<file path="src/rtl/axicb_pkg.sv">
// Shared definitions for the crossbar register slice: slice-type codes and the
// skid-stage state encoding with its occupancy decode.
package axicb_pkg;

  localparam int AXICB_SLICE_BYPASS = 0;
  localparam int AXICB_SLICE_FWD    = 1;
  localparam int AXICB_SLICE_FULL   = 2;
  localparam int AXICB_SLICE_BWD    = 3;

  typedef enum logic [1:0] {
    ST_EMPTY = 2'd0,
    ST_BUSY  = 2'd1,
    ST_FULL  = 2'd2
  } axicb_full_state_e;

  function automatic logic [1:0] axicb_state_count(input axicb_full_state_e st);
    case (st)
      ST_BUSY: return 2'd1;
      ST_FULL: return 2'd2;
      default: return 2'd0;
    endcase
  endfunction

endpackage

</file>
<file path="src/rtl/axicb_reg_slice_stage.sv">
// One valid/ready pipeline stage: forward-registered, full skid or
// backward-registered, reporting how many beats it currently holds.
module axicb_reg_slice_stage
  import axicb_pkg::*;
#(
  parameter int DATA_BUS_W = 8,
  parameter int MODE       = AXICB_SLICE_FULL
)(
  input  logic                  aclk,
  input  logic                  aresetn,
  input  logic                  srst,
  input  logic                  i_valid,
  output logic                  i_ready,
  input  logic [DATA_BUS_W-1:0] i_data,
  output logic                  o_valid,
  input  logic                  o_ready,
  output logic [DATA_BUS_W-1:0] o_data,
  output logic [1:0]            o_count
);

  generate
    if (MODE == AXICB_SLICE_FWD) begin : g_fwd
      logic                  r_valid;
      logic [DATA_BUS_W-1:0] r_data;
      logic                  w_in_ready;

      assign w_in_ready = ~r_valid | o_ready;

      // Data/valid register, reloaded whenever the slot is free or draining
      always_ff @(posedge aclk or negedge aresetn) begin
        if (!aresetn) begin
          r_valid <= 1'b0;
          r_data  <= {DATA_BUS_W{1'b0}};
        end else if (srst) begin
          r_valid <= 1'b0;
          r_data  <= {DATA_BUS_W{1'b0}};
        end else if (w_in_ready) begin
          r_valid <= i_valid;
          if (i_valid) begin
            r_data <= i_data;
          end
        end
      end

      assign i_ready = w_in_ready;
      assign o_valid = r_valid;
      assign o_data  = r_data;
      assign o_count = {1'b0, r_valid};

    end else if (MODE == AXICB_SLICE_FULL) begin : g_full
      axicb_full_state_e     r_state;
      axicb_full_state_e     w_next;
      logic                  r_in_ready;
      logic [DATA_BUS_W-1:0] r_main;
      logic [DATA_BUS_W-1:0] r_skid;
      logic                  w_in_fire;
      logic                  w_out_fire;

      assign w_in_fire  = i_valid & r_in_ready;
      assign w_out_fire = (r_state != ST_EMPTY) & o_ready;

      // State register; ready is precomputed from the next state so it is a flop
      always_ff @(posedge aclk or negedge aresetn) begin
        if (!aresetn) begin
          r_state    <= ST_EMPTY;
          r_in_ready <= 1'b0;
        end else if (srst) begin
          r_state    <= ST_EMPTY;
          r_in_ready <= 1'b0;
        end else begin
          r_state    <= w_next;
          r_in_ready <= (w_next != ST_FULL);
        end
      end

      // Next-state decode
      always_comb begin
        w_next = r_state;
        case (r_state)
          ST_EMPTY: begin
            if (w_in_fire) w_next = ST_BUSY;
            else           w_next = ST_EMPTY;
          end
          ST_BUSY: begin
            if (w_in_fire && !w_out_fire)      w_next = ST_FULL;
            else if (!w_in_fire && w_out_fire) w_next = ST_EMPTY;
            else                               w_next = ST_BUSY;
          end
          ST_FULL: begin
            if (w_out_fire) w_next = ST_BUSY;
            else            w_next = ST_FULL;
          end
          default: w_next = ST_EMPTY;
        endcase
      end

      // Main/skid payload registers
      always_ff @(posedge aclk or negedge aresetn) begin
        if (!aresetn) begin
          r_main <= {DATA_BUS_W{1'b0}};
          r_skid <= {DATA_BUS_W{1'b0}};
        end else if (srst) begin
          r_main <= {DATA_BUS_W{1'b0}};
          r_skid <= {DATA_BUS_W{1'b0}};
        end else begin
          case (r_state)
            ST_EMPTY: if (w_in_fire) r_main <= i_data;
            ST_BUSY: begin
              if (w_in_fire && w_out_fire) r_main <= i_data;
              else if (w_in_fire)          r_skid <= i_data;
            end
            ST_FULL:  if (w_out_fire) r_main <= r_skid;
            default: ;
          endcase
        end
      end

      // Output decode, all from registers
      always_comb begin
        o_valid = (r_state != ST_EMPTY);
        o_data  = r_main;
        i_ready = r_in_ready;
        o_count = axicb_state_count(r_state);
      end

    end else if (MODE == AXICB_SLICE_BWD) begin : g_bwd
      logic                  r_skid_valid;
      logic                  r_in_ready;
      logic [DATA_BUS_W-1:0] r_skid;
      logic                  w_capture;
      logic                  w_skid_valid_nxt;

      // Ready is low out of reset, so gating with it keeps pass-through quiet then
      assign w_capture = ~r_skid_valid & i_valid & r_in_ready & ~o_ready;

      // Skid occupancy for the next cycle
      always_comb begin
        w_skid_valid_nxt = r_skid_valid;
        if (r_skid_valid) begin
          w_skid_valid_nxt = ~o_ready;
        end else begin
          w_skid_valid_nxt = w_capture;
        end
      end

      // Skid register and registered ready
      always_ff @(posedge aclk or negedge aresetn) begin
        if (!aresetn) begin
          r_skid_valid <= 1'b0;
          r_in_ready   <= 1'b0;
          r_skid       <= {DATA_BUS_W{1'b0}};
        end else if (srst) begin
          r_skid_valid <= 1'b0;
          r_in_ready   <= 1'b0;
          r_skid       <= {DATA_BUS_W{1'b0}};
        end else begin
          r_skid_valid <= w_skid_valid_nxt;
          r_in_ready   <= ~w_skid_valid_nxt;
          if (w_capture) begin
            r_skid <= i_data;
          end
        end
      end

      assign i_ready = r_in_ready;
      assign o_valid = r_skid_valid | (i_valid & r_in_ready);
      assign o_data  = r_skid_valid ? r_skid : (r_in_ready ? i_data : {DATA_BUS_W{1'b0}});
      assign o_count = {1'b0, r_skid_valid};

    end else begin : g_pass
      logic w_unused_clk;
      assign w_unused_clk = aclk ^ aresetn ^ srst;
      assign i_ready = o_ready;
      assign o_valid = i_valid;
      assign o_data  = i_data;
      assign o_count = 2'd0;
    end
  endgenerate

endmodule

</file>
<file path="src/rtl/axicb_reg_slice.sv">
// Crossbar channel register slice: NB_PIPELINE chained stages of one slice
// type, with the summed stage occupancy exported on o_level.
module axicb_reg_slice
  import axicb_pkg::*;
#(
  parameter  int DATA_BUS_W  = 8,
  parameter  int NB_PIPELINE = 1,
  parameter  int MODE        = AXICB_SLICE_FULL,
  localparam int LEVEL_W     = (NB_PIPELINE < 1) ? 1 : $clog2(2 * NB_PIPELINE + 1)
)(
  input  logic                  aclk,
  input  logic                  aresetn,
  input  logic                  srst,
  input  logic                  i_valid,
  output logic                  i_ready,
  input  logic [DATA_BUS_W-1:0] i_data,
  output logic                  o_valid,
  input  logic                  o_ready,
  output logic [DATA_BUS_W-1:0] o_data,
  output logic [LEVEL_W-1:0]    o_level
);

  generate
    if ((MODE < AXICB_SLICE_BYPASS) || (MODE > AXICB_SLICE_BWD)) begin : g_bad_mode
      $error("axicb_reg_slice: unsupported MODE %0d", MODE);
    end

    if ((MODE == AXICB_SLICE_BYPASS) || (NB_PIPELINE == 0)) begin : g_bypass
      logic w_unused_clk;
      assign w_unused_clk = aclk ^ aresetn ^ srst;
      assign o_valid = i_valid;
      assign o_data  = i_data;
      assign i_ready = o_ready;
      assign o_level = {LEVEL_W{1'b0}};

    end else begin : g_chain
      logic [NB_PIPELINE:0]  w_valid;
      logic [NB_PIPELINE:0]  w_ready;
      logic [DATA_BUS_W-1:0] w_data [NB_PIPELINE+1];
      logic [1:0]            w_cnt  [NB_PIPELINE];
      logic [LEVEL_W-1:0]    w_sum;

      assign w_valid[0]           = i_valid;
      assign w_data[0]            = i_data;
      assign i_ready              = w_ready[0];
      assign o_valid              = w_valid[NB_PIPELINE];
      assign o_data               = w_data[NB_PIPELINE];
      assign w_ready[NB_PIPELINE] = o_ready;

      for (genvar k = 0; k < NB_PIPELINE; k++) begin : g_stage
        axicb_reg_slice_stage #(
          .DATA_BUS_W (DATA_BUS_W),
          .MODE       (MODE)
        ) u_stage (
          .aclk    (aclk),
          .aresetn (aresetn),
          .srst    (srst),
          .i_valid (w_valid[k]),
          .i_ready (w_ready[k]),
          .i_data  (w_data[k]),
          .o_valid (w_valid[k+1]),
          .o_ready (w_ready[k+1]),
          .o_data  (w_data[k+1]),
          .o_count (w_cnt[k])
        );
      end

      // Occupancy is a sum of register-decoded counts, so no port feeds it
      always_comb begin
        w_sum = {LEVEL_W{1'b0}};
        for (int k = 0; k < NB_PIPELINE; k++) begin
          w_sum = w_sum + LEVEL_W'(w_cnt[k]);
        end
      end

      assign o_level = w_sum;
    end
  endgenerate

endmodule

</file>
<file path="config.mk">
export PLATFORM = sky130hd
export DESIGN_NAME = axicb_reg_slice
export DESIGN_NICKNAME = d
export VERILOG_FILES = /design/src/rtl/axicb_pkg.sv /design/src/rtl/axicb_reg_slice_stage.sv /design/src/rtl/axicb_reg_slice.sv
export SDC_FILE = /design/constraint.sdc
export NUM_CORES = 1
export LEC_CHECK = 0
export ABC_AREA = 0
export BUFFER_PORTS_ARGS = -buffer_cell sky130_fd_sc_hd__buf_2
export CORE_MARGIN = 2
export CORE_UTILIZATION = 45
export DETAILED_ROUTE_END_ITERATION = 7
export HOLD_SLACK_MARGIN = 0.15
export PLACE_DENSITY = 0.77
export SYNTH_ARGS = -nofsm -noshare
export SYNTH_HDL_FRONTEND = slang
export SYNTH_HIERARCHICAL = 1
export SYNTH_SLANG_ARGS = --single-unit
export TNS_END_PERCENT = 30
</file>
<file path="constraint.sdc">
create_clock -name aclk -period 2.2 [get_ports aclk]
set_input_delay 0.22 -clock aclk [delete_from_list [all_inputs] [get_ports aclk]]
set_output_delay 0.22 -clock aclk [all_outputs]
set_load 0.1 [all_outputs]
</file>
-- Word level (Yosys, flattened, before mapping)
Cells that the tools add are included.
- flip-flop bits (word level): 19
- bits of input ports: 13
- output and inout port bits: 12
- logic and storage cells: 41
- equality and inequality tests: 7
- mux-type cells: 16
- bitwise logic cells: 2
- reductions and logical operators: 12
- operators by type and width (kind ; count):
    8-bit two-way mux ; 7
    8-bit one-hot mux with 3 select lines ; 1
    3-bit by 2-bit inequality test with 1-bit output, second input constant ; 3
    2-bit two-way mux ; 3
    2-bit one-hot mux with 3 select lines ; 1
    2-bit nonzero test ; 3
    2-bit inequality test, second input constant ; 2
    2-bit one-hot mux with 2 select lines ; 1
    4-bit AND reduction ; 1
    4-bit nonzero test ; 1
    1-bit logical AND ; 3
    1-bit two-way mux ; 3
    3-bit AND reduction ; 1
    1-bit bitwise AND ; 2
    2-bit by 1-bit equality test with 1-bit output, second input constant ; 1
    2-bit equality test, second input constant ; 1
    1-bit logical NOT ; 2
    2-bit logical NOT ; 1

-- Logic depth before layout (Yosys ltp)
- depth after elaboration: 8
- gate-level depth with buffers: 6
- depth with buffers taken out: 6

-- Worst setup path before layout
OpenSTA, ideal clock, no wires.
- kind: flip-flop to flip-flop
- from: reg g_chain.g_stage[0].u_stage.g_full.r_in_ready
- to: reg g_chain.g_stage[0].u_stage.g_full.r_state[0]
- setup time: 0.119 ns
- arrival: 1.907 ns
- required time: 2.081 ns
- path slack: 0.174 ns
- stages on the path, launching flop included: 7
- path buffers: 1
- clock period less this slack: 2.026 ns
- path through: dfrtp_1 > and2_1 > buf_2 > ha_1 > nand2_1 > a21oi_1 > o21ba_2
- word-level cells in the longest chain between the ends: 7
- RTL lines (what ; RTL line ; text):
    start: declaration ; axicb_reg_slice_stage.sv:53 ; logic r_in_ready;
    start signal: assignment ; axicb_reg_slice_stage.sv:72 ; r_in_ready <= (w_next != ST_FULL);
    1-bit bitwise AND (*) ; axicb_reg_slice_stage.sv:59 ; assign w_in_fire = i_valid & r_in_ready;
    1-bit logical NOT ; axicb_reg_slice_stage.sv:86 ; else if (!w_in_fire && w_out_fire) w_next = ST_EMPTY;
    1-bit logical AND ; axicb_reg_slice_stage.sv:86 ;
    1-bit two-way mux ; axicb_reg_slice_stage.sv:86 ;
    2-bit two-way mux ; axicb_reg_slice_stage.sv:85 ; if (w_in_fire && !w_out_fire) w_next = ST_FULL;
    2-bit one-hot mux with 3 select lines (*) ; axicb_reg_slice_stage.sv:79 ; case (r_state)
    2-bit two-way mux (*) ; axicb_reg_slice_stage.sv:67 ; end else if (srst) begin
    end signal: assignment ; axicb_reg_slice_stage.sv:71 ; r_state <= w_next;
    end: declaration ; axicb_reg_slice_stage.sv:51 ; axicb_full_state_e r_state;
Every way passes the cells marked *; elsewhere a longest branch is shown, timed or not.
A chain may end at the register's enable or synchronous reset.

-- Worst setup path in the final report
- from: reg g_chain.g_stage[0].u_stage.g_full.r_state[0]
- to: out o_level[1]
- word-level cells in the longest chain between the ends: 2
- RTL lines (what ; RTL line ; text):
    2-bit equality test or 2-bit by 1-bit equality test with 1-bit output (tied branches) ; axicb_pkg.sv:17 ; case (st)
    2-bit one-hot mux with 2 select lines (*) ; axicb_pkg.sv:17 ;
    end: declaration ; axicb_reg_slice.sv:20 ; output logic [LEVEL_W-1:0] o_level
Marked as above.

==> flow_metrics.tcl <==
set metrics [dict create \
    run_status "completed" \
    crit_start "g_chain.g_stage[0].u_stage/g_full.r_state[0]" \
    critPathMaxFanout 9 \
    wirelength_mm 1.93 \
    cts-root-buf "clkbuf_4" \
    die_area_um2 2490 \
    avgViaCountPerCell 5.69 \
    leakage_nw 0.518 \
    firstDrtPassIters 4 \
    sequentialPowerShare_pct 48.7 \
    finalNetCount 119 \
    r2r-start "g_chain.g_stage[0].u_stage/i_ready" \
    grt_pass1_vias 697 \
    cts_buffers 3 \
    hold_viol_final 0 \
    synthCells 79 \
    max_freq_ghz 0.550 \
    p_int_w 0.000486 \
    crit_path_start_kind "flip-flop" \
    grt-ovfl-total 0 \
    cts_resized 0 \
    totalPowerFinal_w 0.000769 \
    clk_pin_slew_ns 0.11 \
    drv_cap 0 \
    place_hpwl_mm 1.40 \
    setup_tns_ns 0 \
    power.share.switching_pct 36.8 \
    ys_types 25 \
    fp.coreArea_um2 1980 \
    worstPathRequired_ns 1.98 \
    r2r_end "g_chain.g_stage[0].u_stage/g_full.r_skid[7]" \
    worstSetupPathType "reg2out" \
    vias 745 \
    grt.total_usage_pct 17.1 \
    wl_per_cell_um 14.7 \
    hp-start "i_data[4]" \
    drtIter0Drc 19 \
    rsz0062_at_grt "false" \
    grt_pass1_wl_mm 3.20 \
    cts_buffer_depth 2 \
    crit_arrival_ns 1.60 \
    post-route-min-period_ns 1.82 \
    cts_tree "built" \
    htreeDepth 1 \
    synth_area_um2 948 \
    holdPathStages 2 \
    port_buffers 24 \
    peakVddDrop_mv 0.316 \
    utilization_pct 56.5 \
    syn_nets 93 \
    reg2reg_slack_ns 0.63 \
    grt_max_degree 20 \
    setup_violations 0 \
    hold_path_class "in2reg" \
    power_density_nw_per_um2 687 \
    die_width_um 49.9 \
    hold_end "g_chain.g_stage[0].u_stage/g_full.r_skid[4]" \
    start_util_pct 47.9 \
    tightest_slew_ns 0.644 \
    cts_sinks 19 \
    row_count 16 \
    clockPowerShare_pct 22.2 \
    drc_errors 0 \
    maxSlewHeadroom_pct 57.1 \
    ant_nets 0 \
    dp_worst_setup_slack_ns 0.660 \
    ys_ff_latch 19 \
    yosysSeqAreaShare_pct 50.1 \
    grt_antenna_before_repair 0 \
    antenna_cells 0 \
    avgSynthCellArea_um2 12.0 \
    insertion_delay_ns 0.29 \
    period_share_pct 82.6 \
    syn2layout_area_growth_pct 18.1 \
    clock_skew_ns 0.00691 \
    pwr-share-comb_pct 29.1 \
    finalMaxSlewViolations 0 \
    place_congestion 0.727 \
    netlist.area_leader.share_pct 50.1 \
    p_switching_w 0.000283 \
    synth_top_area_cell "dfrtp_1" \
    io_pins 25 \
    chipHeight_um 49.9 \
    yosysWarnings 6 \
    drive_gt1_share_pct 29.8 \
    ys_top_cells_by_area "dfrtp_1, mux2i_1, a22o_1" \
    finalWorstSetupSlack_ns 0.383 \
    endpoint_kind "primary output" \
    ff2ff_path_depth 3 \
]
sequential cells by signal, summed over array words and instances, names as in the netlist:
signal / flops
g_chain.g_stage.u_stage/g_full.r_skid: 8
g_chain.g_stage.u_stage/g_full.r_state: 2
g_chain.g_stage.u_stage/i_ready: 1
g_chain.g_stage.u_stage/o_data: 8
metal layers:
layer	vias up	track usage, %	share of wire [%]
met3	2	1.82	3.2
met5	-	0	0
met1	366	25.2	49
li1	360	-	-
met2	17	24.9	47
met4	0	8.33	1.1
Yosys cell counts:
master,instances
clkbuf_1,1
mux2i_1,8
and2_1,1
o21ba_2,1
dfrtp_1,19
nand2b_1,2
ha_1,1
nand2_1,2
a21oi_1,3
a311oi_1,8
and3b_1,2
buf_1,1
nor2_1,1
nor2b_1,1
buf_4,1
clkinv_1,1
nand3b_1,2
buf_6,1
a31o_4,1
a22o_1,8
and2b_1,1
buf_2,2
nor3b_1,2
a211oi_1,8
or2_2,1
power groups by stage:
stage / registers, W / clock network [W] / logic (W)
global route: 0.000377 / 0.000199 / 0.000236
CTS: 0.000375 / 0.000179 / 0.000223
floorplan: 0.000473 / 0 / 0.0000827
global placement: 0.000381 / 0 / 0.000219
finish: 0.000375 / 0.000170 / 0.000224
detailed placement: 0.000382 / 0 / 0.000222
cell usage in the layout (no fill, tap or decap), drive strengths merged:
cell type    instances
a211oi               8
a21oi                3
a22o                 8
a311oi               8
a31o                 1
and2                 1
and2b                1
and3b                2
buf                 25
clkbuf               4
clkinv               1
dfrtp               19
dlygate4sd3          2
ha                   1
mux2i                8
nand2                2
nand2b               2
nand3b               2
nor2                 1
nor2b                1
nor3b                2
o21ba                1
or2                  1
worst max-delay path, cell delays in order (launching register included):
cell	delay (ns)
dfrtp_1	0.46
and2b_1	0.37
buf_2	0.48
kinds of logic (layout without fill, tap and decap cells):
group	Yosys count	in the layout	share of synthesized area (%)
DFF	19	19	50.1
buffers and inverters	7	32	4.22
muxes	8	8	8.44
and+or+nand+nor	15	15	10.3
adders and majority gates	1	1	1.32
AOI/OAI and AO/OA	29	29	25.6
repair_timing:
item	4_1_cts	5_1_grt
hold buffers	1	1
endpoints found under the hold margin	19	1
buffers inserted	0	0
worst max-delay path by stage:
stage | end | slack (ns)
floorplan | g_chain.g_stage[0].u_stage/g_full.r_state[0] | 0.17
global placement | g_chain.g_stage[0].u_stage/g_full.r_skid[3] | 0.70
detailed placement | g_chain.g_stage[0].u_stage/g_full.r_skid[7] | 0.66
CTS | o_level[1] | 0.38
global route | o_level[1] | 0.28
finish | o_level[1] | 0.38
cell type report:
type,count,area (um2)
Tap cell,27,33.8
Sequential cell,19,475
Timing Repair Buffer,27,148
Multi-Input combinational cell,53,433
Inverter,1,3.75
Clock buffer,4,26.3
Fill cell,175,862
metrics by stage:
step / std cells / cell area (um2) / hold slack [ns]
6_report: 131 / 1120 / 0.167
5_1_grt: 131 / 1120 / 0.152
2_1_floorplan: 79 / 948 / -0.0756
4_1_cts: 130 / 1110 / 0.161
3_3_place_gp: 125 / 1070 / 0.177
3_5_place_dp: 125 / 1070 / 0.179
(Power assumes the default switching activity.)
